==> src/rtl/stack_address_sequencer.sv <==
// Address sequencer for an activation stack. Each pass writes LAYER_MAX+1 activations in forward
// order, then issues paired-read addresses in reverse order for the backward pass.
module stack_address_sequencer #(
  parameter int unsigned LAYER_MAX        = 3,
  parameter int unsigned STACK_ADDR_WIDTH = 10
) (
  input  logic                          clk,
  input  logic                          rst_n,
  input  logic                          start_valid,
  output logic                          start_ready,
  input  logic [STACK_ADDR_WIDTH-1:0]   start_base,
  output logic [STACK_ADDR_WIDTH-1:0]   wr_addr,
  output logic                          wr_addr_valid,
  input  logic                          wr_addr_ready,
  input  logic                          bwd_go,
  output logic [STACK_ADDR_WIDTH-1:0]   rd_addr,
  output logic                          rd_addr_valid,
  input  logic                          rd_addr_ready,
  output logic [$clog2(LAYER_MAX):0]    rd_layer,
  input  logic                          abort,
  output logic                          busy,
  output logic                          done
);

  localparam int unsigned W      = STACK_ADDR_WIDTH;
  localparam int unsigned LayerW = $clog2(LAYER_MAX) + 1;

  localparam logic [W-1:0] LastWr  = W'(LAYER_MAX);
  localparam logic [W-1:0] FirstRd = W'(LAYER_MAX - 1);
  localparam logic [W-1:0] One     = W'(1);

  typedef enum logic [1:0] {StIdle, StWrite, StWaitBwd, StRead} state_e;

  state_e       state_q, state_d;
  logic [W-1:0] base_q, base_d;
  logic [W-1:0] wr_cnt_q, wr_cnt_d;
  logic [W-1:0] rd_cnt_q, rd_cnt_d;
  logic         done_q, done_d;

  always_ff @(posedge clk or negedge rst_n) begin
    if (!rst_n) begin
      state_q  <= StIdle;
      base_q   <= '0;
      wr_cnt_q <= '0;
      rd_cnt_q <= '0;
      done_q   <= 1'b0;
    end else begin
      state_q  <= state_d;
      base_q   <= base_d;
      wr_cnt_q <= wr_cnt_d;
      rd_cnt_q <= rd_cnt_d;
      done_q   <= done_d;
    end
  end

  always_comb begin
    state_d  = state_q;
    base_d   = base_q;
    wr_cnt_d = wr_cnt_q;
    rd_cnt_d = rd_cnt_q;
    done_d   = 1'b0;
    unique case (state_q)
      StIdle: begin
        if (start_valid) begin
          base_d   = start_base;
          wr_cnt_d = '0;
          state_d  = StWrite;
        end
      end
      StWrite: begin
        if (wr_addr_ready) begin
          if (wr_cnt_q == LastWr) begin
            rd_cnt_d = FirstRd;
            state_d  = bwd_go ? StRead : StWaitBwd;
          end else begin
            wr_cnt_d = wr_cnt_q + One;
          end
        end
      end
      StWaitBwd: begin
        if (bwd_go) begin
          rd_cnt_d = FirstRd;
          state_d  = StRead;
        end
      end
      StRead: begin
        if (bwd_go && rd_addr_ready) begin
          if (rd_cnt_q == '0) begin
            state_d = StIdle;
            done_d  = 1'b1;
          end else begin
            rd_cnt_d = rd_cnt_q - One;
          end
        end
      end
      default: state_d = StIdle;
    endcase
    // Abort wins over any handshake in the same cycle; the beat is dropped.
    if (abort && (state_q != StIdle)) begin
      state_d  = StIdle;
      base_d   = base_q;
      wr_cnt_d = wr_cnt_q;
      rd_cnt_d = rd_cnt_q;
      done_d   = 1'b0;
    end
  end

  always_comb begin
    start_ready   = (state_q == StIdle);
    busy          = (state_q != StIdle);
    done          = done_q;
    wr_addr_valid = (state_q == StWrite);
    wr_addr       = (state_q == StWrite) ? (base_q + wr_cnt_q) : '0;
    // Read valid follows bwd_go combinationally so the backward pass can pause instantly.
    rd_addr_valid = (state_q == StRead) && bwd_go;
    rd_addr       = (state_q == StRead) ? (base_q + rd_cnt_q) : '0;
    rd_layer      = (state_q == StRead) ? LayerW'(rd_cnt_q) : '0;
  end

endmodule

==> config.mk <==
export PLATFORM = sky130hd
export DESIGN_NAME = stack_address_sequencer
export DESIGN_NICKNAME = d
export VERILOG_FILES = /design/src/rtl/stack_address_sequencer.sv
export SDC_FILE = /design/constraint.sdc
export NUM_CORES = 1
export LEC_CHECK = 0
export BUFFER_PORTS_ARGS = -buffer_cell sky130_fd_sc_hd__clkbuf_2
export CAP_MARGIN = 20
export CELL_PAD_IN_SITES_DETAIL_PLACEMENT = 1
export CELL_PAD_IN_SITES_GLOBAL_PLACEMENT = 1
export CORE_UTILIZATION = 25
export CTS_CLUSTER_DIAMETER = 150
export DETAILED_ROUTE_END_ITERATION = 16
export PLACE_DENSITY_LB_ADDON = 0.08
export SETUP_SLACK_MARGIN = 0.4
export SYNTH_ARGS = -nofsm -noshare
export SYNTH_HDL_FRONTEND = slang
export SYNTH_SLANG_ARGS = --single-unit
==> constraint.sdc <==
create_clock -name clk -period 2.61 [get_ports clk]
set_input_delay 0.3915 -clock clk [delete_from_list [all_inputs] [get_ports clk]]
set_output_delay 0.3915 -clock clk [all_outputs]
set_load 0.03 [all_outputs]
# [After elaboration in Yosys (flattened, before gate mapping)]
# Cells that the tools add are included.
[classes] bitwise_logic=1 add_sub_neg=4 n_eq_ne=17 n_mux=26 n_reduce_logical=12
[ops] cell="$mux W10" n=10
[ops] cell="$pmux W10 S3" n=1
[ops] cell="$add A10 B10 Y10" n=2
[ops] cell="$pmux W10 S2" n=1
[ops] cell="$mux W2" n=7
[ops] cell="$add A10 B1 Y10 const B" n=1
[ops] cell="$eq A10 B2 Y1 const B" n=1
[ops] cell="$logic_not A10 Y1" n=1
[ops] cell="$ne A2 B2 Y1 const B" n=5
[ops] cell="$sub A10 B1 Y10 const B" n=1
[ops] cell="$ne A3 B3 Y1 const B" n=3
[ops] cell="$pmux W2 S4" n=1
[ops] cell="$reduce_and A7 Y1" n=1
[ops] cell="$ne A3 B1 Y1 const B" n=2
[ops] cell="$reduce_and A6 Y1" n=1
[ops] cell="$mux W1" n=5
[ops] cell="$reduce_and A5 Y1" n=1
[ops] cell="$eq A2 B2 Y1 const B" n=2
[ops] cell="$ne A2 B1 Y1 const B" n=2
[ops] cell="$reduce_bool A2 Y1" n=2
[ops] cell="$logic_and A1 B1 Y1" n=3
[ops] cell="$mux W3" n=1
[ops] cell="$ne A3 B2 Y1 const B" n=1
[ops] cell="$reduce_and A3 Y1" n=1
[ops] cell="other kinds (4)" n=4
[totals] reg_bits=33 elab_cells=65 in_bits=17

# [Depth between registers and ports, before layout]
# Gate-level depths: netlist of run 1.
[depth] ltp_word=5 depth_mapped=8 depth_no_buf=8

# [Least setup slack after synthesis of run 1]
# No wires, ideal clock.
[synth_path] path_kind="register to output" startpoint="register rd_cnt_q[0]" endpoint="output port rd_addr[6]" path_stages_with_launch=9 slack_ps=75 arrival_time_ps=2144 path_cell_list="dfrtp_1 ha_1 inv_1 fa_1 nor2b_1 o21ai_0 a21oi_1 nor3_1 nor3_1"
[synth_via] elab_chain_len=2
[synth_lines] item="start: declaration" line_no="37" rtl="logic [W-1:0] rd_cnt_q, rd_cnt_d;"
[synth_lines] item="start signal: assignment" line_no="51" rtl="rd_cnt_q <= rd_cnt_d;"
[synth_lines] item="$add A10 B10 Y10" line_no="116" rtl="rd_addr = (state_q == StRead) ? (base_q + rd_cnt_q) : '0;"
[synth_lines] item="$mux W10" line_no="116"
[synth_lines] item="end: declaration" line_no="16" rtl="output logic [STACK_ADDR_WIDTH-1:0] rd_addr,"
# No other way between the ends.

# [Final worst setup path of run 1]
[layout_path] startpoint="register base_q[0]" endpoint="output port rd_addr[7]"
[layout_via] elab_chain_len=2
[layout_lines] item="start: declaration" line_no="35" rtl="logic [W-1:0] base_q, base_d;"
[layout_lines] item="start signal: assignment" line_no="49" rtl="base_q <= base_d;"
[layout_lines] item="$add A10 B10 Y10" line_no="116"
[layout_lines] item="$mux W10" line_no="116"
# No other way between the ends.

==> results_dict.tcl, run 1 <==
set metrics [dict create \
    dieHeight_um 106 \
    cts_root_buf "clkbuf_8" \
    place_hpwl_mm 6.90 \
    clk_pin_slew_ps 70 \
    overflow 0 \
    synth_edf_count 0 \
    r2r-start "wr_cnt_q[2]" \
    synth.most_common_cell "dfrtp_1" \
    rsz0062_at_grt "true" \
    yosysUniqueCellTypes 53 \
    clk-insertion-delay-late_ps 290 \
    ys_seq_area_share_pct 30.4 \
    status "finished, violations left" \
    worst_pin_slew_ps 945 \
    grt_first_pass_wirelength_mm 15.2 \
    final_cells 536 \
    crit_chain "ha_4 -> buf_4 -> buf_6 -> a211oi_2 -> buf_4 -> o211ai_1 -> buf_4 -> and3_4 -> nor3_4 -> buf_8" \
    antenna_cells_inserted 0 \
    crit_required_ps 2220 \
    post-route-util_pct 40.3 \
    final-max-slew-violation-count 0 \
    io_buffers 44 \
    clock_sinks 33 \
    numCtsBuffers 5 \
    cp-end-kind "output port" \
    synth.area.top_cells "dfrtp_1 30%, ha_1 12%, mux2_2 4.6%" \
    track_usage_pct 17.6 \
    finClkSkew_ps 10.0 \
    firstDrtPassIters 4 \
    crit_arrival_ps 2330 \
    postRouteAntennaNets 0 \
    cpMostUsedCell "buf_4" \
    fillers 1198 \
    cp_slowest_cell "dfrtp_1" \
    crit_type "flop to output port" \
    antenna_found_initial 0 \
    synth.top_cell.area_share_pct 30.4 \
    violations "setup timing" \
    synth_warnings 0 \
    die-area_um2 11300 \
    drc 0 \
    place_ws_ps 124 \
    gp_congestion 0.777 \
    synth_top_area_cell "dfrtp_1" \
    crit_start "base_q[0]" \
    crit_fanout 3 \
    grt_start_max_net_pins 34 \
    clockBufferDepth 2 \
    netlist_top_cells_count "33 x dfrtp_1, 30 x nor2_1, 25 x ha_1" \
    start_util_pct 26.1 \
    fin_crit_ps 2720 \
    hold-worst-slack_ps 231 \
    leakage_nw 1.75 \
    power.total_mw 4.68 \
    setup_viol 5 \
    pin_count 45 \
    wl_mm 9.69 \
    synth_nets 349 \
    cap_violations 0 \
    viasPerCell 5.17 \
    vias 2769 \
    wire_per_inst_um 18.1 \
    syn-instance-count 305 \
    post-place-cells 495 \
    relSlewSlack_pct 37.0 \
    cts_tree "built" \
    drive_gt1_share_pct 49.3 \
    avgSynthCellArea_um2 8.91 \
    core_um2 10400 \
    hp-class "input port to async pin" \
    num_rows 37 \
    die_x_um 106 \
    dr.first_iter.drc_count 42 \
    syn_to_final_growth_pct 54.3 \
    grt_pass1_vias 2841 \
    synth_flop_cell "dfrtp_1" \
    async_flop_share_pct 100 \
    setup_slack_ps -109 \
    ir_worst_vdd_mv 0.339 \
    crit_path_start_kind "flop" \
    fmax_mhz 368 \
    netlist_area_um2 2720 \
    finish.net_count 443 \
    p_per_area_nw_per_um2 1120 \
    holdBufCountCts 0 \
    synth-seq-cells 33 \
    finalHoldViolations 0 \
    ctsHtreeMaxLevel 2 \
    critPathMaxStageDelay_ps 430 \
    fin_crit_sh_pct 104 \
]
[cell type report]
class,instances,area (um2),area share (%)
multi-input cells,253,2320,55.4
flip-flops and latches,33,831,19.8
repair buffers,92,732,17.4
well taps,136,170,4.05
clock buffers,6,72.6,1.73
inverters,14,56.3,1.34
clock inverters,2,10.0,0.239
[worst max-delay path: cells and delay by family (launching register included)]
family          cells  cell delay, ps
flops               1             430
simple gates        2             330
compound gates      2             380
fa+ha+maj           1             190
buf+inv             5             720
[metal layers]
metal	vias up	track usage [%]	part of all wire, %
met5	-	0	0
met4	0	3.57	1.3
met3	11	2.82	2.8
met2	38	31.6	51
met1	1391	22.0	45
li1	1329	-	-
[path summary, 6_finish.rpt]
check | end | slack [ps] | cells after the start
max in group asynchronous | wr_cnt_q[4] | 1730 | 1
min in group clk | base_q[9] | 330 | 2
min reg2reg | rd_cnt_q[8] | 550 | 1
min | base_q[5] | 230 | 1
max | rd_addr[7] | -110 | 10
max reg2reg | state_q[0] | 390 | 8
[repair_timing]
item,CTS,global route
buffers inserted,19,12
endpoints found under the setup margin,31,41
cloned,1,1
resized for setup,70,62
pin swaps,33,38
[per-stage QoR]
step	TNS (ps)	cell area (um2)
5_1_grt	-1140	4200
6_report	-250	4200
4_1_cts	-143	3890
3_5_place_dp	0	3310
3_3_place_gp	0	3310
2_1_floorplan	0	2820
[logic make-up after synthesis]
group | Yosys count | share of synthesized area (%)
buffers and inverters | 21 | 2.94
muxes | 15 | 6.03
and+or+nand+nor | 106 | 20.3
AOI/OAI and AO/OA | 94 | 24.4
adders and majority gates | 27 | 13.0
xor gates and xnor gates | 9 | 2.90
DFF | 33 | 30.4
[cells in the final DEF, fill, tap and decap left out, types with 5 or more instances in the layout]
master and count:
mux2_2 11, nand2b_1 9, clkbuf_8 13, nand2_1 16, ha_1 14, o21ai_2 9, a21oi_1 12, a21o_1 5
buf_4 44, clkbuf_2 28, ha_4 8, inv_1 10, nand4_1 7, o21ai_1 9, nand3_1 7, buf_6 9
o31ai_2 5, nor2_1 28, a21oi_2 5, o21ai_0 7, xor2_1 5, dfrtp_1 29, nor3_4 5
[state kept, by name, summed over array words and instances, names as in the netlist]
register,count
base_q,10
wr_cnt_q,10
state_q,2
rd_cnt_q,10
done,1
[where the power goes]
part | switching [mW] | internal, mW | total [mW]
combinational | 1.86 | 1.53 | 3.39
sequential | 0.225 | 0.662 | 0.887
clock | 0.223 | 0.186 | 0.409
total | 2.31 | 2.38 | 4.68
Power figures use the tool's default switching activity.
==> inputs of run 2 (changes only) <==
--- a/config.mk
+++ b/config.mk
@@ -5,7 +5,7 @@
 export SDC_FILE = /design/constraint.sdc
 export NUM_CORES = 1
 export LEC_CHECK = 0
-export BUFFER_PORTS_ARGS = -buffer_cell sky130_fd_sc_hd__clkbuf_2
+export BUFFER_PORTS_ARGS = -buffer_cell sky130_fd_sc_hd__buf_2
 export CAP_MARGIN = 20
 export CELL_PAD_IN_SITES_DETAIL_PLACEMENT = 1
 export CELL_PAD_IN_SITES_GLOBAL_PLACEMENT = 1
@@ -14,6 +14,7 @@
 export DETAILED_ROUTE_END_ITERATION = 16
 export PLACE_DENSITY_LB_ADDON = 0.08
 export SETUP_SLACK_MARGIN = 0.4
+export SLEW_MARGIN = 10
 export SYNTH_ARGS = -nofsm -noshare
 export SYNTH_HDL_FRONTEND = slang
 export SYNTH_SLANG_ARGS = --single-unit
==> run 2 against run 1 <==
The run still ends with setup timing left. Power shrank 3.8%. Non-clock buffer count is 10 lower. Sequential power shrank 1%. First-iteration DRC count is 69% higher. Final area decreased by 4.7%. Die area did not move. Utilization shrank 1.9 points.
==> results_dict.tcl, run 2 (synthesized netlist as in run 1, its figures left out) <==
set metrics [dict create \
    cp-end-kind "output port" \
    crit_required_ps 2220 \
    firstDrtPassIters 4 \
    clock_sinks 33 \
    p_sw_mw 2.23 \
    setup_viol 3 \
    dr.first_iter.drc_count 71 \
    start_util_pct 26.1 \
    violations "setup timing" \
    numCtsBuffers 5 \
    clk_pin_slew_ps 80 \
    rsz0062_at_grt "true" \
    leakage_nw 1.68 \
    crit_path_start_kind "flop" \
    crit_fanout 2 \
    holdBufCountCts 0 \
    crit_arrival_ps 2260 \
    die-area_um2 11300 \
    cap_violations 0 \
    final_area_um2 4000 \
    grt_start_max_net_pins 34 \
    syn_to_final_growth_pct 47.2 \
    final-max-slew-violation-count 0 \
    wire_per_inst_um 17.7 \
    met2_wirelength_mm 4.73 \
    grt_pass1_vias 2767 \
    cts_root_buf "clkbuf_8" \
    pwr-share-clk_pct 8.8 \
    vias 2711 \
    antenna_found_initial 0 \
    dieHeight_um 106 \
    finalHoldViolations 0 \
    placed_area_um2 3300 \
    top_regs "base_q (10), rd_cnt_q (10), wr_cnt_q (10)" \
    cts_tree "built" \
    clk-insertion-delay-late_ps 290 \
    gp_congestion 0.777 \
    core_um2 10400 \
    place_hpwl_mm 6.82 \
    setup_total_negative_slack_ps -85.2 \
    relSlewSlack_pct 44.0 \
    fin_crit_sh_pct 102 \
    setup_slack_ps -40.4 \
    pin_count 45 \
    overflow 0 \
    hp-class "input port to async pin" \
    viasPerCell 5.16 \
    num_rows 37 \
    final_common_cell "buf_4" \
    status "finished, violations left" \
    power_frac_comb_pct 71.7 \
    pwr-share-seq_pct 19.5 \
    top_layer_used "met4" \
    p_per_area_nw_per_um2 1130 \
    layout.cells.most_common_list "39 x buf_4, 29 x dfrtp_1, 28 x nor2_1, 28 x buf_2, 16 x nand2_1" \
    ir_worst_vdd_mv 0.345 \
    crit_type "flop to output port" \
    clockBufferDepth 2 \
    die_x_um 106 \
    wl_met1_mm 4.17 \
    finish.net_count 432 \
    place_ws_ps 141 \
    fmax_mhz 377 \
    wl_mm 9.30 \
    dr_wl_met3_um 288 \
    antenna_cells_inserted 0 \
    switching_share_pct 49.4 \
    fin_crit_ps 2650 \
    io_buffers 44 \
    grt_first_pass_wirelength_mm 14.7 \
    track_usage_pct 17.0 \
    drive_gt1_share_pct 47.6 \
    postRouteAntennaNets 0 \
    finClkSkew_ps 8.02 \
    drc 0 \
    worst_pin_slew_ps 840 \
    ctsHtreeMaxLevel 2 \
    p_int_mw 2.28 \
]
-- run 2: critical path, stage by stage, from the launching register on --
cell,delay [ps]
dfrtp_1,390
buf_4,150
ha_4,150
inv_2,50
fa_2,220
nor2b_4,60
o21ai_4,150
a21oi_2,90
o41ai_2,290
mux2i_2,240
buf_4,180
-- run 2: layer usage --
metal  vias to the layer above  track usage (%)
met2                        41             30.1
li1                       1305                -
met3                         8             3.07
met4                         0             4.66
met1                      1357             21.1
met5                         -                0
-- run 2: area by class of cell --
class | count | area [um2]
Multi-Input combinational cell | 252 | 2260
Sequential cell | 33 | 831
Clock inverter | 2 | 10.0
Fill cell | 1220 | 6410
Timing Repair Buffer | 82 | 602
Tap cell | 136 | 170
Inverter | 14 | 52.6
Clock buffer | 6 | 72.6
-- run 2: what timing repair did --
action,in CTS,in global routing
cloned,1,0
endpoints found under the setup margin,31,37
pin swaps,38,30
resized for setup,67,48
buffers inserted,17,5
-- run 2: through the flow --
stage / total power [mW] / std cells / hold slack, ps / utilization, %
2_1_floorplan: 2.51 / 305 / 95.9 / -
3_5_place_dp: 3.26 / 494 / 505 / 31.7
6_report: 4.51 / 525 / 190 / 38.4
3_3_place_gp: 3.24 / 494 / 501 / 31.7
5_1_grt: 4.84 / 525 / 266 / 38.4
4_1_cts: 4.27 / 520 / 228 / 36.6
-- run 2: path summary, 6_finish.rpt --
kind                       cells after the start     endpoint           from  slack, ps
max                                           10   wr_addr[8]      base_q[0]        -40
min                                            1    base_q[5]          rst_n        190
max reg2reg                                    6   state_q[0]    wr_cnt_q[4]        350
min reg2reg                                    1  rd_cnt_q[8]    rd_cnt_q[8]        550
max in group asynchronous                      1  wr_cnt_q[4]          rst_n       1830
min in group clk                               2    base_q[7]  start_base[7]        330
-- run 2: power groups by stage --
stage               clock network, mW  registers, mW  logic, mW
floorplan                           0          0.788       1.73
finish                          0.397          0.877       3.23
detailed placement                  0          0.859       2.40
global route                    0.436          0.901       3.50
global placement                    0          0.862       2.38
CTS                             0.415          0.871       2.98
==> inputs of run 3 (changes only) <==
--- a/config.mk
+++ b/config.mk
@@ -10,7 +10,7 @@
 export CELL_PAD_IN_SITES_DETAIL_PLACEMENT = 1
 export CELL_PAD_IN_SITES_GLOBAL_PLACEMENT = 1
 export CORE_UTILIZATION = 25
-export CTS_CLUSTER_DIAMETER = 150
+export CTS_CLUSTER_DIAMETER = 30
 export DETAILED_ROUTE_END_ITERATION = 16
 export PLACE_DENSITY_LB_ADDON = 0.08
 export SETUP_SLACK_MARGIN = 0.4
==> constraint.sdc (replaced) <==
create_clock -name clk -period 2.61 [get_ports clk]
set_input_delay 0.3915 -clock clk [delete_from_list [all_inputs] [get_ports clk]]
set_output_delay 0.3915 -clock clk [all_outputs]
set_load 0.01 [all_outputs]
==> run 3 against run 2 <==
First-iteration DRC count grew 15%. Highest routed layer unchanged. Global-route usage barely moved. Largest cell class unchanged. Power fell by 7.6%. Via count down 0.55%. Clock power about the same. Worst setup slack improved by 110 ps. Maximum frequency increased by 4.3%. The flow now finishes without violations.
==> results_dict.tcl, run 3 (synthesized netlist as in run 1, its figures left out) <==
set metrics [dict create \
    ir_worst_vdd_mv 0.446 \
    core_um2 10400 \
    worst_pin_slew_ps 856 \
    drive_gt1_share_pct 45.3 \
    numCtsBuffers 5 \
    die_x_um 106 \
    final-max-slew-violation-count 0 \
    finish.net_count 427 \
    cp-end-kind "output port" \
    viasPerCell 5.18 \
    pin_count 45 \
    crit_type "flop to output port" \
    place_hpwl_mm 6.77 \
    reg2reg_to "rd_cnt_q[4]" \
    num_rows 37 \
    setup_viol 0 \
    start_util_pct 26.1 \
    power_frac_comb_pct 69.1 \
    leakage_nw 1.65 \
    fin_crit_ps 2540 \
    r2r-start "wr_cnt_q[2]" \
    pwr-share-seq_pct 21.3 \
    relSlewSlack_pct 43.0 \
    clockBufferDepth 2 \
    cts_tree "built" \
    crit_path_start_kind "flop" \
    track_usage_pct 17.1 \
    fmax_mhz 394 \
    crit_arrival_ps 2150 \
    crit_chain "ha_2 -> inv_2 -> fa_2 -> nor2b_4 -> o21ai_2 -> a21oi_2 -> o41ai_2 -> mux2i_1 -> buf_2" \
    wire_per_inst_um 18.5 \
    top_regs "base_q (10), rd_cnt_q (10), wr_cnt_q (10)" \
    p_sw_mw 1.97 \
    r2r_setup_slack_ps 300 \
    layout.cells.most_common_list "44 x buf_2, 28 x nor2_1, 26 x dfrtp_1, 26 x buf_4, 17 x nand2_1" \
    grt_pass1_vias 2737 \
    cap_violations 0 \
    switching_share_pct 47.4 \
    ctsHtreeMaxLevel 2 \
    p_per_area_nw_per_um2 1060 \
    pwr-share-clk_pct 9.6 \
    firstDrtPassIters 4 \
    final_common_cell "buf_2" \
    cts_root_buf "clkbuf_8" \
    grt_first_pass_wirelength_mm 14.8 \
    die-area_um2 11300 \
    postRouteAntennaNets 0 \
    vias 2696 \
    overflow 0 \
    finalHoldViolations 0 \
    dr.first_iter.drc_count 82 \
    hold-worst-slack_ps 197 \
    drc 0 \
    clock_sinks 33 \
    clk-insertion-delay-late_ps 300 \
    post-route-util_pct 37.6 \
    dieHeight_um 106 \
    clk_pin_slew_ps 90 \
    io_buffers 44 \
    reg2reg_depth 8 \
    crit_start "base_q[0]" \
    crit_fanout 3 \
    fin_crit_sh_pct 97.3 \
    hp-class "input port to async pin" \
    wl_mm 9.60 \
    status "completed" \
    gp_congestion 0.741 \
    antenna_found_initial 0 \
    rsz0062_at_grt "true" \
    syn_to_final_growth_pct 44.1 \
    p_int_mw 2.19 \
    cp_slowest_cell "dfrtp_1" \
    finClkSkew_ps 15.2 \
    crit_required_ps 2220 \
    antenna_cells_inserted 0 \
    holdBufCountCts 0 \
    final_area_um2 3920 \
    fillers 1212 \
    placed_area_um2 3150 \
    critPathMaxStageDelay_ps 420 \
    grt_start_max_net_pins 34 \
]
run 3: cell count changes in the layout (fill, tap and decap cells not counted), moves of 4 or more:
cell     change
a21oi_2      -4
buf_6        -9
buf_2       +16
nor3_1       +5
inv_2        -4
buf_4       -13
nor3_4       -4
run 3: worst max-delay path, delay by kind of cell (launching register included):
family,cells,cell delay (ps)
flip-flops,1,420
adder cells (fa/ha/maj),2,460
AO/OA/AOI/OAI,3,510
buffers and inverters,2,200
multiplexers,1,220
AND/OR/NAND/NOR,1,50
run 3: worst max-delay path by stage:
stage / endpoint / slack [ps] / cells past startpoint
floorplan: rd_addr[8] / 400 / 6
global placement: wr_addr[8] / 140 / 9
detailed placement: rd_addr[8] / 130 / 9
CTS: rd_addr[8] / 50 / 9
global route: rd_addr[6] / -40 / 9
finish: rd_addr[8] / 70 / 9
run 3: power groups by stage:
stage | clock network (mW) | logic, mW | registers, mW
3_3_place_gp | 0 | 2.00 | 0.852
2_1_floorplan | 0 | 1.39 | 0.787
6_report | 0.400 | 2.88 | 0.888
3_5_place_dp | 0 | 2.00 | 0.859
5_1_grt | 0.444 | 3.15 | 0.914
4_1_cts | 0.415 | 2.40 | 0.865
run 3: timing repair:
action / in CTS / in global routing
endpoints found under the setup margin: 32 / 35
gates resized for setup: 48 / 57
hold endpoints to repair: 0 / 0
buffers inserted: 16 / 8
cloned: 0 / 1
pin swaps: 28 / 26
run 3: per-stage QoR:
stage	std cells	total power [mW]	setup slack (ps)	setup TNS, ps
finish	520	4.17	69.9	0
global route	520	4.51	-36.8	-81.4
CTS	511	3.68	54.4	0
detailed placement	487	2.86	126	0
global placement	487	2.85	142	0
floorplan	305	2.18	403	0
run 3: routing by layer:
layer  up-vias  track usage, %  part of all wire, %
met3         7            2.39                  3.3
met2        45            27.1                   47
li1       1292               -                    -
met1      1352            24.4                   49
met4         0            3.67                  1.1
met5         -               0                    0
run 3: area by class of cell:
class	instances	area (um2)	area share, %
Clock buffer	6	72.6	1.85
Clock inverter	2	10.0	0.255
Inverter	14	58.8	1.50
Multi-Input combinational cell	252	2270	57.9
Sequential cell	33	835	21.3
Tap cell	136	170	4.34
Timing Repair Buffer	77	503	12.8
